$ cat src/rtl/dlk_pkg.sv
// Shared types and constants for the channel 34/35 downlink telemetry sequencer.
package dlk_pkg;

  typedef enum logic [1:0] {
    IDLE  = 2'd0,
    SHIFT = 2'd1,
    END   = 2'd2
  } dlk_state_t;

  localparam int FRAME_BITS = 40;
  localparam int CNT_W      = 6;

  localparam logic [2:0]  SYNC_DEF = 3'b101;
  localparam logic [3:0]  STOP_DEF = 4'b0000;
  // WL bit 14 carries no data on these channels
  localparam logic [15:0] WL_MASK  = 16'hBFFF;

  function automatic logic [FRAME_BITS-1:0] build_frame(
    input logic [2:0]  sync,
    input logic        word_ord,
    input logic [15:0] h34,
    input logic [15:0] h35,
    input logic [3:0]  stop
  );
    return {sync, word_ord, h34, h35, stop};
  endfunction

endpackage

$ cat src/rtl/dlk_shifter.sv
// 40-bit parallel-load, MSB-first serial shifter with a bit counter.
// o_done flags that the bit now on the line is the last one of the frame.
module dlk_shifter
  import dlk_pkg::*;
(
  input  logic                  i_clk,
  input  logic                  i_rst,
  input  logic                  i_clr,
  input  logic                  i_load,
  input  logic                  i_shift,
  input  logic [FRAME_BITS-1:0] i_data,
  output logic                  o_msb,
  output logic                  o_done
);

  localparam logic [CNT_W-1:0] LAST_IDX = CNT_W'(FRAME_BITS - 1);

  logic [FRAME_BITS-1:0] r_sreg;
  logic [CNT_W-1:0]      r_cnt;

  // Shift register and counter; load has priority over shift
  always_ff @(posedge i_clk or posedge i_rst) begin
    if (i_rst) begin
      r_sreg <= '0;
      r_cnt  <= '0;
    end else if (i_clr) begin
      r_sreg <= '0;
      r_cnt  <= '0;
    end else if (i_load) begin
      r_sreg <= i_data;
      r_cnt  <= '0;
    end else if (i_shift) begin
      r_sreg <= {r_sreg[FRAME_BITS-2:0], 1'b0};
      r_cnt  <= r_cnt + 6'd1;
    end
  end

  assign o_msb  = r_sreg[FRAME_BITS-1];
  assign o_done = (r_cnt == LAST_IDX);

endmodule

$ cat src/rtl/downlink_seq.sv
// Downlink telemetry sequencer: double-buffered channel 34/35 holding registers,
// frame FSM, overrun flag and end-of-frame DOWNRUPT request.
module downlink_seq
  import dlk_pkg::*;
#(
  parameter logic [2:0] SYNC = SYNC_DEF,
  parameter logic [3:0] STOP = STOP_DEF
) (
  input  logic        SIM_CLK,
  input  logic        SIM_RST,
  input  logic        GOJAM,
  input  logic        WCH34_n,
  input  logic        WCH35_n,
  input  logic [15:0] WL,
  input  logic        WORDORD,
  input  logic        WORDSTB,
  input  logic        BITSTB,
  output logic        DLKDAT,
  output logic        DLKGATE,
  output logic        DOWNRUPT,
  output logic        DLKOVR
);

  dlk_state_t r_state;
  dlk_state_t w_state_nxt;

  logic [15:0] r_h34;
  logic [15:0] r_h35;
  logic        r_pend;
  logic        r_gate;
  logic        r_rupt;
  logic        r_ovr;

  logic                  w_load;
  logic                  w_shift;
  logic                  w_done;
  logic                  w_msb;
  logic                  w_gate_nxt;
  logic                  w_rupt_nxt;
  logic                  w_ovr_set;
  logic [FRAME_BITS-1:0] w_frame;

  assign w_frame = build_frame(SYNC, WORDORD, r_h34, r_h35, STOP);

  // State register
  always_ff @(posedge SIM_CLK or posedge SIM_RST) begin
    if (SIM_RST) begin
      r_state <= IDLE;
    end else if (GOJAM) begin
      r_state <= IDLE;
    end else begin
      r_state <= w_state_nxt;
    end
  end

  // Next-state logic
  always_comb begin
    w_state_nxt = r_state;
    case (r_state)
      IDLE:    w_state_nxt = (WORDSTB && r_pend) ? SHIFT : IDLE;
      SHIFT:   w_state_nxt = (BITSTB && w_done) ? END : SHIFT;
      END:     w_state_nxt = IDLE;
      default: w_state_nxt = IDLE;
    endcase
  end

  // FSM control strobes and next values of the registered outputs
  always_comb begin
    w_load     = (r_state == IDLE) && WORDSTB && r_pend;
    w_shift    = (r_state == SHIFT) && BITSTB;
    w_ovr_set  = WORDSTB && (r_state != IDLE);
    w_gate_nxt = (w_state_nxt == SHIFT);
    w_rupt_nxt = (w_state_nxt == END);
  end

  // Holding registers and PEND; a new channel 35 write wins over the load clearing PEND
  always_ff @(posedge SIM_CLK or posedge SIM_RST) begin
    if (SIM_RST) begin
      r_h34  <= 16'h0000;
      r_h35  <= 16'h0000;
      r_pend <= 1'b0;
    end else if (GOJAM) begin
      r_h34  <= 16'h0000;
      r_h35  <= 16'h0000;
      r_pend <= 1'b0;
    end else begin
      if (!WCH34_n) r_h34 <= WL & WL_MASK;
      if (!WCH35_n) r_h35 <= WL & WL_MASK;
      if (!WCH35_n)   r_pend <= 1'b1;
      else if (w_load) r_pend <= 1'b0;
    end
  end

  // Registered gate, interrupt request and sticky overrun
  always_ff @(posedge SIM_CLK or posedge SIM_RST) begin
    if (SIM_RST) begin
      r_gate <= 1'b0;
      r_rupt <= 1'b0;
      r_ovr  <= 1'b0;
    end else if (GOJAM) begin
      r_gate <= 1'b0;
      r_rupt <= 1'b0;
      r_ovr  <= 1'b0;
    end else begin
      r_gate <= w_gate_nxt;
      r_rupt <= w_rupt_nxt;
      r_ovr  <= r_ovr | w_ovr_set;
    end
  end

  dlk_shifter u_shifter (
    .i_clk   (SIM_CLK),
    .i_rst   (SIM_RST),
    .i_clr   (GOJAM),
    .i_load  (w_load),
    .i_shift (w_shift),
    .i_data  (w_frame),
    .o_msb   (w_msb),
    .o_done  (w_done)
  );

  assign DLKDAT   = w_msb;
  assign DLKGATE  = r_gate;
  assign DOWNRUPT = r_rupt;
  assign DLKOVR   = r_ovr;

endmodule
$ cat config.mk
export PLATFORM = sky130hd
export DESIGN_NAME = downlink_seq
export DESIGN_NICKNAME = d
export VERILOG_FILES = /design/src/rtl/dlk_pkg.sv /design/src/rtl/dlk_shifter.sv /design/src/rtl/downlink_seq.sv
export SDC_FILE = /design/constraint.sdc
export NUM_CORES = 1
export LEC_CHECK = 0
export ABC_CLOCK_PERIOD_IN_PS = 4700
export CORE_MARGIN = 5
export CORE_UTILIZATION = 45
export DETAILED_ROUTE_END_ITERATION = 10
export PLACE_DENSITY_LB_ADDON = 0.2
export REMOVE_ABC_BUFFERS = 1
export SETUP_SLACK_MARGIN = 0.2
export SLEW_MARGIN = 20
export SYNTH_ARGS = -nofsm -noshare
export SYNTH_HDL_FRONTEND = slang
export SYNTH_SLANG_ARGS = --single-unit
export TNS_END_PERCENT = 100
$ cat constraint.sdc
create_clock -name SIM_CLK -period 4.7 [get_ports SIM_CLK]
set_input_delay 0.94 -clock SIM_CLK [delete_from_list [all_inputs] [get_ports SIM_CLK]]
set_output_delay 0.94 -clock SIM_CLK [all_outputs]
set_load 0.03 [all_outputs]
; Word-level counts from Yosys, hierarchy flattened
; Cells that the tools add are included.
[word_totals]
ff_bits = 84
inputBits = 24
word_cells = 47
output_inout_bits = 4
[op_classes]
reduce_logical = 9
addsub = 1
muxes = 20
eq_ne = 7
bitwise_logic = 1
[op_table]
columns = cell, count
row1 = 40-bit two-way mux, 3
row2 = 16-bit two-way mux, 4
row3 = 6-bit two-way mux, 3
row4 = 1-bit two-way mux, 7
row5 = 6-bit by 1-bit adder with 6-bit output (second input constant), 1
row6 = 6-bit equality test (second input constant), 1
row7 = 1-bit logical AND, 6
row8 = 2-bit by 1-bit equality test with 1-bit output (second input constant), 2
row9 = 2-bit two-way mux, 2
row10 = 2-bit != test (second input constant), 2
row11 = 2-bit one-hot mux with 2 select lines, 1
row12 = 3-bit by 2-bit != test with 1-bit output (second input constant), 1
row13 = 3-bit nonzero test, 1
row14 = 2-bit equality test (second input constant), 1
row15 = 2-bit logical NOT, 1
row16 = 2-bit nonzero test, 1
row17 = 1-bit OR, 1

; Longest topological paths before layout
[logic_depth]
ltp_word = 6
ltp_mapped = 5

; Hierarchy
; Synthesis repeated with hierarchy kept, for this count alone.
[unflattened]
hier_cells = 325
hier_area_um2 = 3900.0
[by_module_without_submodules]
columns = mod, n_inst, area_each_um2, cells_per_inst, seq_area_each_um2
row1 = dlk_shifter, 1, 2406.1, 204, 1151.1
row2 = downlink_seq, 1, 1493.9, 121, 900.9

; Least setup slack after synthesis
; Ideal clock, no wire load.
[synth_timing]
path_kind = input to register
from = in WORDSTB
to = reg u_shifter.r_sreg[39]
path_stages = 5
arrival_ps = 1643
setup_ps = 135
required_time_ps = 4565
path_slack_ps = 2922
path_cell_list = and4bb_2 buf_4 buf_4 nor3_1 nor3_1
[synth_via]
elab_chain_len = 4
word_cells_on_any_way = 5
classes_between = 2 x mux / 3 x reduce/logical
[synth_rtl]
columns = item, line
row1 = "start, declared", downlink_seq.sv:16  ; input logic WORDSTB,
row2 = 1-bit logical AND * (2 in a row), downlink_seq.sv:69  ; w_load = (r_state == IDLE) && WORDSTB && r_pend;
row3 = 40-bit two-way mux, dlk_shifter.sv:29  ; end else if (i_load) begin
row4 = 40-bit two-way mux, dlk_shifter.sv:26  ; end else if (i_clr) begin
row5 = "end signal, assigned", dlk_shifter.sv:30  ; r_sreg <= i_data;
row6 = "end signal, assigned", dlk_shifter.sv:33  ; r_sreg <= {r_sreg[FRAME_BITS-2:0], 1'b0};
row7 = "end, declared", dlk_shifter.sv:18  ; logic [FRAME_BITS-1:0] r_sreg;
; Every way passes the cells marked *; elsewhere a longest branch is shown, timed or not.
; A chain may end at the register's enable or synchronous reset.

; Worst setup path in the final report
[layout_timing]
from = in BITSTB
to = reg u_shifter.r_sreg[9]
[layout_via]
elab_chain_len = 2
[layout_rtl]
columns = item, line
row1 = "start, declared", downlink_seq.sv:17  ; input logic BITSTB,
row2 = 1-bit logical AND, downlink_seq.sv:70  ; w_shift = (r_state == SHIFT) && BITSTB;
row3 = 3-bit nonzero test (no source line), n/a
; No other way between the ends.

==> summary.md <==
| Metric | Value |
|---|---|
| Outcome | complete, no violations |
| Initial core utilization | a little under half |
| IO buf count | 26 |
| Worst R2R End | u_shifter.r_sreg[9] |
| Worst r2r src | r_state[0] |
| Worst slew pin tran | 1.05 ns |
| Critical path endpoint category | flip-flop |
| Worst slew margin | about 30% |
| Sequential share of the synthesized area | between 50% and 60% |
| I/O pin count | 28 |
| Max Clock Freq | 413 MHz |
| Switching power share of the total | ~25% |
| FILL cells | 727 |
| Register Area | 1950 µm² |
| Vias in the first global route | ~2.5k |
| Clock power share | approximately 37% |
| Critical path data arrival time | about 2.7 ns |
| Core area | ~7600 µm² |
| Antenna viol nets, final | 0 |
| Pre-Repair DR Iteration Count | 5 |
| Die Area | roughly 9500 µm² |
| CTS Hold Buffers Added | 0 |
| Total CTS buffers | 9 |
| Slew Viols, Final | 0 |
| WP data required | roughly 4.9 ns |
| Area leader, netlist | dfrtp_1 |
| GPL Wtd Cong | 0.741 |
| Cell Pwr Density | 352 nW/µm² |
| Clk buf depth | 2 |
| Startpoint Class | input port |
| Fin crit share | just over 50% |
| Chip height | 97.6 µm |
| Tot GR Track Use | between 10% and 20% |
| VDD IR max | between 150 and 200 µV |
| Max FO, Critical Path | 37 |
| Final hold vios | 0 |
| Hold Path Class | reg2reg |
| Postcts setup bufs | 0 |
| Clock root cell | clkbuf_8 |
| RSZ-0062 raised after global routing | false |
| Initial antenna violation count | 0 |
| Via Count | about 2.4k |
| Seq pwr share | a little over half |
| Routed WL per cell | 14.8 µm |
| Final #Nets | 384 |
| Logic pwr share | 10.7% |
| Cells after Synth | around 350 |
| Initial DRC Count | approximately 140 |
| Area delta synth->final | 13.3% |
| Critical Path Start | BITSTB |
| Synth warnings | 0 |
| Cell internal pwr | approximately 1.0 mW |
| Total gr overflow | 0 |
| Global-route wire length before repair | between 10000 and 15000 µm |
| Share of layout cells above drive strength 1 | 7.14% |
| # clock sinks | 78 |
| Net switching power figure | 0.338 mW |
| Reg2reg path depth | 3 |
| Post-synthesis register bit count | 78 |
| Multi-input combinational cell area | 1330 µm² |
| Maxcap violations | 0 |
| Flop-to-flop setup slack | ~3.0 ns |
| Mapped cell area | approximately 3500 µm² |
| Cell Area, Placed | roughly 3700 µm² |
| Min cycle time layout | between 2 and 2.5 ns |
| Antenna cell count | 0 |
| Die Wd | ~98 µm |
| Worst hold slack | approximately 0.51 ns |
| DRC | 0 |
| H-tree depth | 3 |
| Crit Path Category | in2reg |
| Count of cell types in the netlist | 26 |
| Finished Cell Area | 3910 µm² |
| Setup TNS | 0 ns |
| Share of the synthesized area in the top cell type | around 57% |
| Lkg Pwr | ~1.8 nW |
| Final WL | 6880 µm |
| Pin count of the biggest net entering global routing | 44 |
| Rows | 32 |
| Clock skew | approximately 0.0089 ns |
| PostCTS Resize Cnt | 0 |
| Avg Cell Area, Syn | about 10 µm² |
| Dominant cells by area after synthesis | dfrtp_1 57%, mux2i_1 8.7%, nor2_1 7.0%, a211oi_1 6.5%, a21oi_1 5.9% |
| Clk pin slew, worst setup/hold paths | 0.08 ns |
| Clk Latency, worst-skew pair | approximately 0.34 ns |
| CTS tree | done |
| Setup-failing EPs final | 0 |
| Critical Path Sink | u_shifter.r_sreg[9] |
| Vias per cell | between 5 and 6 |
| DP HPWL | approximately 4000 µm |
synth_stat cells:
cell type / n
o21ai_0: 4
or3_2: 1
or4_1: 1
nand3_1: 2
o31ai_1: 1
or3_1: 3
xnor2_1: 1
clkbuf_1: 8
nand2b_1: 2
nor3_1: 6
inv_1: 3
buf_4: 9
dfrtp_1: 78
and3b_2: 1
buf_2: 12
nand3b_1: 1
and4bb_2: 1
ha_1: 1
o2bb2ai_1: 2
nand4bb_1: 1
a211oi_1: 30
nand4_1: 2
mux2i_1: 30
a21oi_1: 41
nor2_1: 64
nand2_1: 41
logic make-up (layout without fill, tap and decap cells):
kind of cell    Yosys count  after routing  share of synthesized area, %
compound gates           78             78                          13.8
buf+inv                  32             50                          4.89
simple gates            126            126                          15.5
xor+xnor                  1              1                         0.254
mux                      30             30                          8.70
fa+ha+maj                 1              1                         0.362
flops                    78             78                          56.5
cells in the final DEF, fill, tap and decap left out:
cell,n
mux2i_1,30
bufinv_16,1
nor2_1,64
dfrtp_1,78
ha_1,1
clkdlybuf4s50_1,24
or3_1,3
clkinv_2,3
o31ai_1,1
and4bb_2,1
or3_2,1
a21oi_1,41
nor3_1,6
buf_4,5
clkbuf_1,1
o21ai_0,4
nand2_1,41
nand2b_1,2
nand4_1,2
inv_1,2
inv_2,1
xnor2_1,1
buf_2,2
a211oi_1,30
nand3b_1,1
and3b_2,1
or4_1,1
nand3_1,2
nand4bb_1,1
o2bb2ai_1,2
clkbuf_8,11
per-stage QoR:
step	cells	setup slack [ns]	power, mW	util (%)
6_report	466	2.28	1.37	51.4
2_1_floorplan	317	1.76	0.820	-
3_3_place_gp	450	1.96	0.887	48.8
5_1_grt	466	2.20	1.44	51.4
3_5_place_dp	450	1.97	0.889	48.8
4_1_cts	466	2.30	1.39	51.4
per-layer routing:
metal / up-vias / share of wire [%] / track usage, % / wire, µm
li1: 1213 / - / - / -
met1: 1198 / 48 / 20.9 / 3300
met2: 30 / 48 / 24.2 / 3320
met3: 5 / 2.8 / 3.30 / 190
met4: 0 / 0.99 / 4.15 / 68
met5: - / 0 / 0 / 0
sequential cells by signal (all words and copies together) (netlist names):
| signal | flops |
|---|---|
| u_shifter.r_sreg | 36 |
| r_h34 | 15 |
| r_h35 | 15 |
| u_shifter.r_cnt | 6 |
| r_state | 2 |
| DLKGATE | 1 |
| DLKOVR | 1 |
| DOWNRUPT | 1 |
| r_pend | 1 |
critical path, stage by stage:
cell             delay [ns]
clkdlybuf4s50_1        0.54
and3b_2                0.67
a21oi_1                0.17
a211oi_1               0.31
worst min-delay path by stage:
stage               slack, ns   endpoint  cells past startpoint       from
finish                   0.51     DLKOVR                      2     DLKOVR
global route             0.55  r_h35[11]                      2  r_h35[11]
CTS                      0.52     DLKOVR                      2     DLKOVR
detailed placement       0.51     DLKOVR                      2     DLKOVR
global placement         0.50     DLKOVR                      2     DLKOVR
floorplan                0.49   r_h35[0]                      2   r_h35[0]
cell type report:
type | count | area share, %
well taps | 102 | 3.26
inverters | 3 | 0.288
clock buffers | 12 | 3.97
clock inverters | 4 | 1.15
repair buffers | 31 | 7.36
flip-flops and latches | 78 | 49.9
multi-input cells | 236 | 34.0
power by group through the flow:
stage          Clock, mW  Sequential [mW]  Combinational (mW)
2_1_floorplan          0            0.737              0.0829
3_3_place_gp           0            0.738               0.149
3_5_place_dp           0            0.739               0.150
4_1_cts            0.517            0.726               0.151
5_1_grt            0.542            0.731               0.167
6_report           0.502            0.726               0.147
Note: power is estimated with default switching activity, not from simulation.
